$ cat src/rtl/h1_block_matlab_imperfect.sv
// Loop-filter H1 of the delta-sigma modulator: direct-form-I biquad on Q1.15
// samples with Q4.12 coefficients, floor truncation and 16-bit output saturation.
module h1_block_matlab_imperfect #(
  parameter logic signed [15:0] B0 = 16'sd0,
  parameter logic signed [15:0] B1 = 16'sd8192,
  parameter logic signed [15:0] B2 = -16'sd4096,
  parameter logic signed [15:0] A1 = 16'sd0,
  parameter logic signed [15:0] A2 = 16'sd0
) (
  input  logic               CLK,
  input  logic [15:0]        reset,
  input  logic signed [15:0] in,
  output logic signed [15:0] out
);

  localparam int DATA_W = 16;
  localparam int COEF_W = 16;
  localparam int PROD_W = DATA_W + COEF_W;
  localparam int ACC_W  = 36;
  localparam int SH_W   = ACC_W - 12;

  logic signed [DATA_W-1:0] x1, x2, y1, y2;
  logic signed [PROD_W-1:0] p_b0, p_b1, p_b2, p_a1, p_a2;
  logic signed [ACC_W-1:0]  acc;
  logic signed [DATA_W-1:0] ys;

  function automatic logic signed [DATA_W-1:0] sat16(input logic signed [SH_W-1:0] v);
    if (v > 24'sd32767)
      return 16'sh7FFF;
    else if (v < -24'sd32768)
      return 16'sh8000;
    else
      return v[DATA_W-1:0];
  endfunction

  // Stage 0: products, accumulate, floor-shift (slice drops the low 12 bits) and saturate.
  always_comb begin
    p_b0 = B0 * in;
    p_b1 = B1 * x1;
    p_b2 = B2 * x2;
    p_a1 = A1 * y1;
    p_a2 = A2 * y2;
    acc  = ACC_W'(p_b0) + ACC_W'(p_b1) + ACC_W'(p_b2) - ACC_W'(p_a1) - ACC_W'(p_a2);
    ys   = sat16(acc[ACC_W-1:12]);
  end

  // Stage 1: output register and filter history; feedback keeps the saturated value.
  always_ff @(posedge CLK) begin
    if (|reset) begin
      x1  <= '0;
      x2  <= '0;
      y1  <= '0;
      y2  <= '0;
      out <= '0;
    end else begin
      x1  <= in;
      x2  <= x1;
      y1  <= ys;
      y2  <= y1;
      out <= ys;
    end
  end

endmodule

$ cat config.mk
export PLATFORM = sky130hd
export DESIGN_NAME = h1_block_matlab_imperfect
export DESIGN_NICKNAME = d
export VERILOG_FILES = /design/src/rtl/h1_block_matlab_imperfect.sv
export SDC_FILE = /design/constraint.sdc
export NUM_CORES = 1
export LEC_CHECK = 0
export BUFFER_PORTS_ARGS = -buffer_cell sky130_fd_sc_hd__buf_2
export CAP_MARGIN = 20
export CORE_MARGIN = 2
export CORE_UTILIZATION = 51
export DETAILED_ROUTE_END_ITERATION = 8
export PLACE_DENSITY = 0.76
export SYNTH_ARGS = -nofsm -noshare
export SYNTH_HDL_FRONTEND = slang
export SYNTH_SLANG_ARGS = --single-unit
$ cat constraint.sdc
create_clock -name CLK -period 3.65 [get_ports CLK]
set_input_delay 0.5475 -clock CLK [delete_from_list [all_inputs] [get_ports CLK]]
set_output_delay 0.5475 -clock CLK [all_outputs]
set_load 0.03 [all_outputs]
* Yosys cells after proc, flatten, opt, wreduce, memory -nomap -nowiden
Cells that the tools add are included.
** Word-level totals
- Logic and storage cells :: 12
- Input port bits :: 33
- Flip-flop bits (word level) :: 48
- Output and inout bits :: 16
** Operators by class
- Mux-type cells :: 2
- Add/sub/neg operators :: 2
- Magnitude comparators :: 2
- Reduce and logical (&&, ||, !) cells :: 2
** Operators with widths (number)
- 29-bit by 32-bit adder with 33-bit output :: 1
- 21-bit by 16-bit greater-than comparator with 1-bit output (second input constant) :: 1
- 21-bit by 16-bit less-than comparator with 1-bit output (second input constant) :: 1
- 16-bit negator with 20-bit output :: 1
- 17-bit OR reduction :: 1
- 16-bit 2-to-1 mux :: 1
- 16-bit OR reduction :: 1
- 15-bit 2-to-1 mux :: 1

* Depth between registers and ports, before layout
Gate-level depths: netlist of run 1.
- Depth in word-level cells :: 5
- Mapped depth :: 17
- Gate-level depth less buffers :: 15

* Least setup slack after synthesis of run 1
No wires, ideal clock.
- Path type :: register -> register
- From :: reg x2[7]
- To :: reg out[10]
- Path buffers :: 1
- Slack :: 0.056 ns
- Arrival time :: 3.478 ns
- Cell stages (with the launch flop) :: 13
- Required time :: 3.534 ns
- Cell sequence :: dfxtp_1 -> or4_1 -> or2_2 -> nor3_1 -> xnor2_1 -> ha_1 -> nand2_1 -> or4_1 -> o211ai_1 -> nand2_2 -> o311ai_4 -> buf_6 -> o21ai_2
** Between the ends
- Word-level cells in the longest chain between the ends :: 5
** RTL lines
- from (decl) :: RTL line 22 : logic signed [DATA_W-1:0] x1, x2, y1, y2;
- from (signal assigned) :: RTL line 51 : x2 <= '0;
- from (signal assigned) :: RTL line 57 : x2 <= x1;
- 16-bit negator with 20-bit output (not written as such) (*) :: RTL line 40 : p_b2 = B2 * x2;
- 29-bit by 32-bit adder with 33-bit output (*) :: RTL line 43 : acc = ACC_W'(p_b0) + ACC_W'(p_b1) + ACC_W'(p_b2) - ACC_W'(p_a1) - ACC_W'(p_a2);
- 21-bit by 16-bit less-than comparator with 1-bit output :: RTL line 30 : else if (v < -24'sd32768)
- 16-bit 2-to-1 mux :: RTL line 30
- 15-bit 2-to-1 mux (*) :: RTL line 28 : if (v > 24'sd32767)
- to (signal assigned) :: RTL line 60 : out <= ys;
- to (decl) :: RTL line 13 : output logic signed [15:0] out
Every way passes the cells marked *; elsewhere a longest branch is shown, timed or not.
A chain may end at the register's enable or synchronous reset.

* Worst setup path in the final report of run 1
- From :: reg x2[9]
- To :: reg out[5]
Same word-level chain as after synthesis.

==> metrics, run 1 <==
status=finished with violations; violated checks=negative setup slack; most common cell after layout, fill and taps aside=buf_4; Rel. slew slack=0.6927; Die Height=78.05 um; first-pass GRT wire length=10,740 um; post-synthesis sequential area ratio=0.3436; grt ovf=0; worst path buffer plus inverter count=5; drt via density=5.335; vias in the first global route=2,410; Tmin final=3.759 ns; clock root cell=clkbuf_8; Tot GR Track Use=0.2231; Die ar.=6092 um^2; Total Nets Final=461; CP max-delay cell=or4_4; Hold Path Class=primary input to flip-flop; Crit. path cell count=16; Max H-tree Level=2; number of synthesized register bits=48; Max Root-Sink Buffers=2; R2R depth=16; EDFF count, synth=0; fmax=0.2660 GHz; antenna violations before repair=0; post-detail-place hpwl=5187 um; TritonCTS clock tree=yes; largest net degree at the start of global routing=35; port bufs=48; TritonCTS buffer count=5; final-report setup violation count=15; Syn Nets=360; clock-pin slew on the worst setup and hold paths=0.08 ns; Worst setup EP type=flip-flop; slowest stage delay, CP=0.56 ns; Clock Latency Late Sink=0.30 ns; Pre-antenna DRT Iters=4; initial drt markers=130; drt total wl=6800 um; Max IR drop VDD=0.0001932 V; type of origin of the critical path=flip-flop; final design area excluding fillers=3782 um^2; Main synth FF type=dfxtp_1; Pins Over Slew Limit=0; Hold Path Depth=2; Mapped Cells=304; via count=2,529; Crit path required time=3.84 ns; final period utilization=1.030; Place WS=-0.4404 ns; ant diodes=0; Setup CP Type=flip-flop to flip-flop; Mean Syn Cell Area=9.199 um^2; clk sinks=48; Area Growth Syn to Fin=35.26%; unrepaired setup endpoints after global routing=yes; max-cap viol count=0; YS warnings=0; layout cells sized above 1=0.3886; placed cell area=3428 um^2; Routed Antenna Nets=0; crit path DAT=3.95 ns; wire per inst=14.35 um; Leakage Power=1.896 nW; Worst-Margin Slew=0.4569 ns; critical path's most frequent cell=buf_4; crit-path max FO=7; FP Rows=26; async set-reset flop share out of synthesis=0; core area=5205 um^2; Initial Util=0.5373; Distinct cells, synth=57; Synth Cell Area=2796 um^2; most frequent cells in the layout=52 x buf_4, 48 x buf_2, 48 x dfxtp_1; die width=78.05 um; CP delay by family, top=simple AND/OR/NAND/NOR gates; power density cells=238.6 nW/um^2; Layout Skew=0.005329 ns; final worst slack=-0.1093 ns; number of primary I/O pins=49; # DRC=0; CP cell instances=or4_4 > or2_4 > nor4_4 > xnor2_1 > ha_1 > buf_4 > a21oi_4 > buf_4 > o221a_2 > nand3_1 > o311a_2 > buf_4 > o311ai_4 > buf_12 > buf_6 > o21ai_2; routability cong.=0.8373; final hold viol count=0; overall power=0.0009026 W
-- power breakdown --
part           switching [W]  internal, W
logic             0.00000401    0.0000123
registers      0.00000000186     0.000523
clock network       0.000167     0.000197
total               0.000171     0.000732
-- cell families (layout without fill, tap and decap cells) --
logic type,after synthesis,count (layout),share of synthesized area
buf+inv,21,121,0.03535
compound gates,80,80,0.2161
xor+xnor,28,28,0.09038
fa+ha+maj,23,23,0.1056
simple gates,104,104,0.2090
flops,48,48,0.3436
-- routing by layer --
layer,wire length [um],GRT usage,vias to the layer above
met1,2983,0.2692,1135
met5,0,0,-
met4,178,0.08772,0
li1,-,-,1295
met2,3311,0.4009,83
met3,326,0.02989,16
-- cell usage after synthesis, drive strengths merged, types with 2 or more instances --
cell type / instances / share of area
a32oi: 2 / 0.0063
nor4: 7 / 0.016
nand4: 4 / 0.011
nand2b: 2 / 0.0045
o211ai: 3 / 0.0081
xnor2: 18 / 0.056
o31ai: 3 / 0.0081
inv: 10 / 0.013
or4: 4 / 0.011
ha: 22 / 0.098
nand2: 16 / 0.023
nand3: 6 / 0.011
o21bai: 3 / 0.0094
or3: 2 / 0.0045
buf: 4 / 0.012
o21ai: 18 / 0.046
a21oi: 20 / 0.037
a211oi: 3 / 0.0081
a21o: 10 / 0.027
nor3: 4 / 0.0072
dfxtp: 48 / 0.34
a31oi: 4 / 0.0089
xor2: 10 / 0.034
o41ai: 2 / 0.0090
and2: 33 / 0.074
and3: 5 / 0.012
o2111ai: 2 / 0.0063
nor2: 16 / 0.021
a31o: 2 / 0.0094
clkbuf: 7 / 0.010
-- state kept, by name, summed over array words and instances, names as in the netlist --
register,flops
out,16
x1,16
x2,16
-- stage by stage --
step | instances | setup TNS, ns | hold slack (ns) | util
after global routing | 474 | -3.080 | 0.4311 | 0.7267
final | 474 | -1.166 | 0.4441 | 0.7267
after global placement | 458 | -2.455 | 0.4573 | 0.6587
after floorplan | 304 | 0 | 0.4367 | -
after detailed placement | 458 | -5.351 | 0.4601 | 0.6587
after CTS | 471 | -0.8181 | 0.4384 | 0.7125
-- final cells by class --
class / instances / area, um^2
Clock buffer: 5 / 68.82
Clock inverter: 1 / 30.03
Sequential cell: 48 / 960.9
Multi-Input combinational cell: 235 / 1893
Timing Repair Buffer: 105 / 704.4
Inverter: 10 / 37.54
Tap cell: 70 / 87.58
Fill cell: 395 / 1423
-- final timing paths --
check	start	to	slack (ns)
max	x2[9]	out[5]	-0.11
min	in[13]	x1[13]	0.44
max reg2reg	x2[9]	out[5]	-0.11
min reg2reg	x1[5]	x2[5]	0.49
-- what timing repair did --
action	in CTS	in global routing
gates cloned	0	0
pin swaps	9	6
gates resized for setup	23	10
hold buffers	0	0
hold endpoints to repair	0	0
buffers inserted	7	3
setup endpoints to repair	15	15
Note: power is estimated with default switching activity, not from simulation.
==> run 2, diff against run 1 <==
Settings changed: CAP_MARGIN 20 to 40, CELL_PAD_IN_SITES_DETAIL_PLACEMENT from default to 1, CELL_PAD_IN_SITES_GLOBAL_PLACEMENT from default to 1, CORE_UTILIZATION 51 to 38, GPL_ROUTABILITY_DRIVEN from default to 1, PLACE_DENSITY 0.76 to 0.74.
==> run 2 against run 1 <==
The run still ends with negative setup slack left. Final area is 5.3% higher. Via count is 6.2% higher. Clock-buffer cell count stayed put. Highest routed layer unchanged. Sequential power hardly changed.
==> metrics, run 2 (same netlist as run 1, synthesis figures left out) <==
Psw=0.0002070 W (+21%); most frequent cells in the layout=50 x buf_4, 48 x buf_2, 45 x dfxtp_1; Clock Latency Late Sink=0.32 ns (+0.02 ns); Total Nets Final=462 (+0.22%); Leakage Power=1.940 nW (+2.3%); violated checks=negative setup slack; Die ar.=8061 um^2 (+32%); TritonCTS buffer count=5 (unchanged); Hold Path Depth=2 (unchanged); most common cell after layout, fill and taps aside=buf_4; Area Growth Syn to Fin=42.37%; Worst-Margin Slew=0.4460 ns (-0.01083 ns); number of primary I/O pins=49 (unchanged); grt ovf=0 (unchanged); TritonCTS clock tree=yes; status=finished with violations; top flop regs=out x16, x1 x16, x2 x16; Place WS=-0.2455 ns (+0.1949 ns); crit path DAT=4.10 ns (+0.15 ns); Crit Reg-Reg Endpoint=out[7]; hold-fix buffer count after cts=0 (unchanged); first-pass GRT wire length=13,210 um (+23%); placed cell area=3432 um^2 (+0.11%); Max Root-Sink Buffers=2 (unchanged); initial drt markers=117 (-10%); crit-path max FO=6 (-1); Max IR drop VDD=0.0001622 V (-16%); final-report setup violation count=15 (unchanged); largest net degree at the start of global routing=35 (unchanged); combinational power share=0.016 (-0.002); Max H-tree Level=2 (unchanged); Tot GR Track Use=0.2010 (-0.02212); internal power=0.0008116 W (+11%); FP Rows=31 (+19%); Pins Over Slew Limit=0 (unchanged); type of origin of the critical path=flip-flop; final worst slack=-0.1945 ns (-0.08528 ns); Clock power frac=0.470 (+0.068); drt total wl=8935 um (+31%); Layout Cells excl Fill=506 (+6.8%); Tmin final=3.845 ns (+0.08528 ns); die width=89.79 um (+15%); R2R depth=14 (-2); drt via density=5.308 (-0.51%); core area=7176 um^2 (+38%); layout cells sized above 1=0.4496 (+0.06102); clk sinks=48 (unchanged); ant diodes=0 (unchanged); HP Start=in[15]; Die Height=89.79 um (+15%); flop2flop setup slack=-0.19 ns (-0.09 ns); Crit path required time=3.90 ns (+0.06 ns); clock root cell=clkbuf_8; port bufs=48 (unchanged); clock-pin slew on the worst setup and hold paths=0.10 ns (+0.02 ns); final design area excluding fillers=3981 um^2 (+5.3%); post-detail-place hpwl=5774 um (+11%); antenna violations before repair=0 (unchanged); vias in the first global route=2,764 (+15%); Routed Antenna Nets=0 (unchanged); max-cap viol count=0 (unchanged); via count=2,686 (+6.2%); Hold EP=x1[15]; Rel. slew slack=0.7000 (+0.007283); Pre-antenna DRT Iters=4 (unchanged); unrepaired setup endpoints after global routing=yes; reg-to-reg startpoint=x2[9]; final hold viol count=0 (unchanged); # DRC=0 (unchanged); Hold Path Class=primary input to flip-flop; Worst setup EP type=flip-flop; routability cong.=0.8367 (about the same); Flop pwr share=0.514 (-0.065); wire per inst=17.66 um (+23%); Initial Util=0.3897 (-0.1475); Setup CP Type=flip-flop to flip-flop; power density cells=255.9 nW/um^2 (+7.2%); fmax=0.2601 GHz (-2.2%); Placed Cells=481 (+5.0%); final period utilization=1.053 (+0.02336); Switching Fraction=0.2032 (+0.01426); Layout Skew=0.007950 ns (+0.002622 ns)
==> run 2: cell count changes in the layout (fill, tap and decap cells not counted), moves of 3 or more <==
cell / delta
dfxtp_1: -3
ha_1: -5
or4_1: -3
buf_6: +3
ha_2: +4
or4_4: +3
dfxtp_2: +3
nand2_1: -3
==> run 2: critical path, stage by stage (launching register included) <==
cell and delay (ns):
dfxtp_2 0.34, or4_4 0.55, or2_4 0.28, nor4_4 0.17
xnor2_1 0.18, ha_1 0.32, a21oi_1 0.37, o221a_2 0.31
a21o_1 0.13, o311a_2 0.19, o2111ai_2 0.17, o41ai_4 0.30
nand2_2 0.15, clkbuf_16 0.19, o21ai_2 0.14
==> run 2: per-stage QoR <==
stage | util | hold WS [ns] | total power, W | setup TNS, ns
CTS | 0.5294 | 0.4197 | 0.001023 | -0.4026
detailed placement | 0.4783 | 0.4614 | 0.0005525 | -2.287
finish | 0.5548 | 0.4255 | 0.001019 | -2.509
floorplan | - | 0.4367 | 0.0005363 | 0
global placement | 0.4783 | 0.4626 | 0.0005517 | 0
global route | 0.5548 | 0.4291 | 0.001048 | -3.931
==> run 2: worst max path at each step <==
stage / start / to / depth (start not counted)
finish: x2[9] / out[7] / 14
global route: x2[0] / out[7] / 17
CTS: x2[9] / out[14] / 15
detailed placement: x2[9] / out[14] / 14
global placement: x2[9] / out[14] / 14
floorplan: x2[7] / out[10] / 12
==> run 2: final cells by class <==
cell class | count | area (um^2)
tap | 99 | 123.9
sequential | 48 | 964.7
timing repair buffer | 106 | 728.2
clock inverter | 3 | 68.82
clock buffer | 5 | 68.82
multi-input combinational | 235 | 1989
inverter | 10 | 37.54
fill | 831 | 3194
==> run 2: timing repair <==
action	CTS	global route
resized for setup	29	33
buffers inserted	13	4
endpoints found under the setup margin	15	15
cloned	1	1
pin swaps	18	11
==> run 2: power groups by stage <==
stage	Clock (W)	Sequential [W]	Combinational, W
4_1_cts	0.000483	0.000523	0.0000171
3_5_place_dp	0	0.000535	0.0000171
6_report	0.000479	0.000523	0.0000167
3_3_place_gp	0	0.000535	0.0000162
5_1_grt	0.000505	0.000523	0.0000190
2_1_floorplan	0	0.000535	0.000000868
==> run 2: layer usage <==
layer  track usage  vias to the layer above  share of wire
li1              -                     1285              -
met1        0.2336                     1293           0.41
met2        0.3756                       88           0.52
met3       0.03353                       20          0.041
met4       0.06282                        0          0.029
met5             0                        -              0
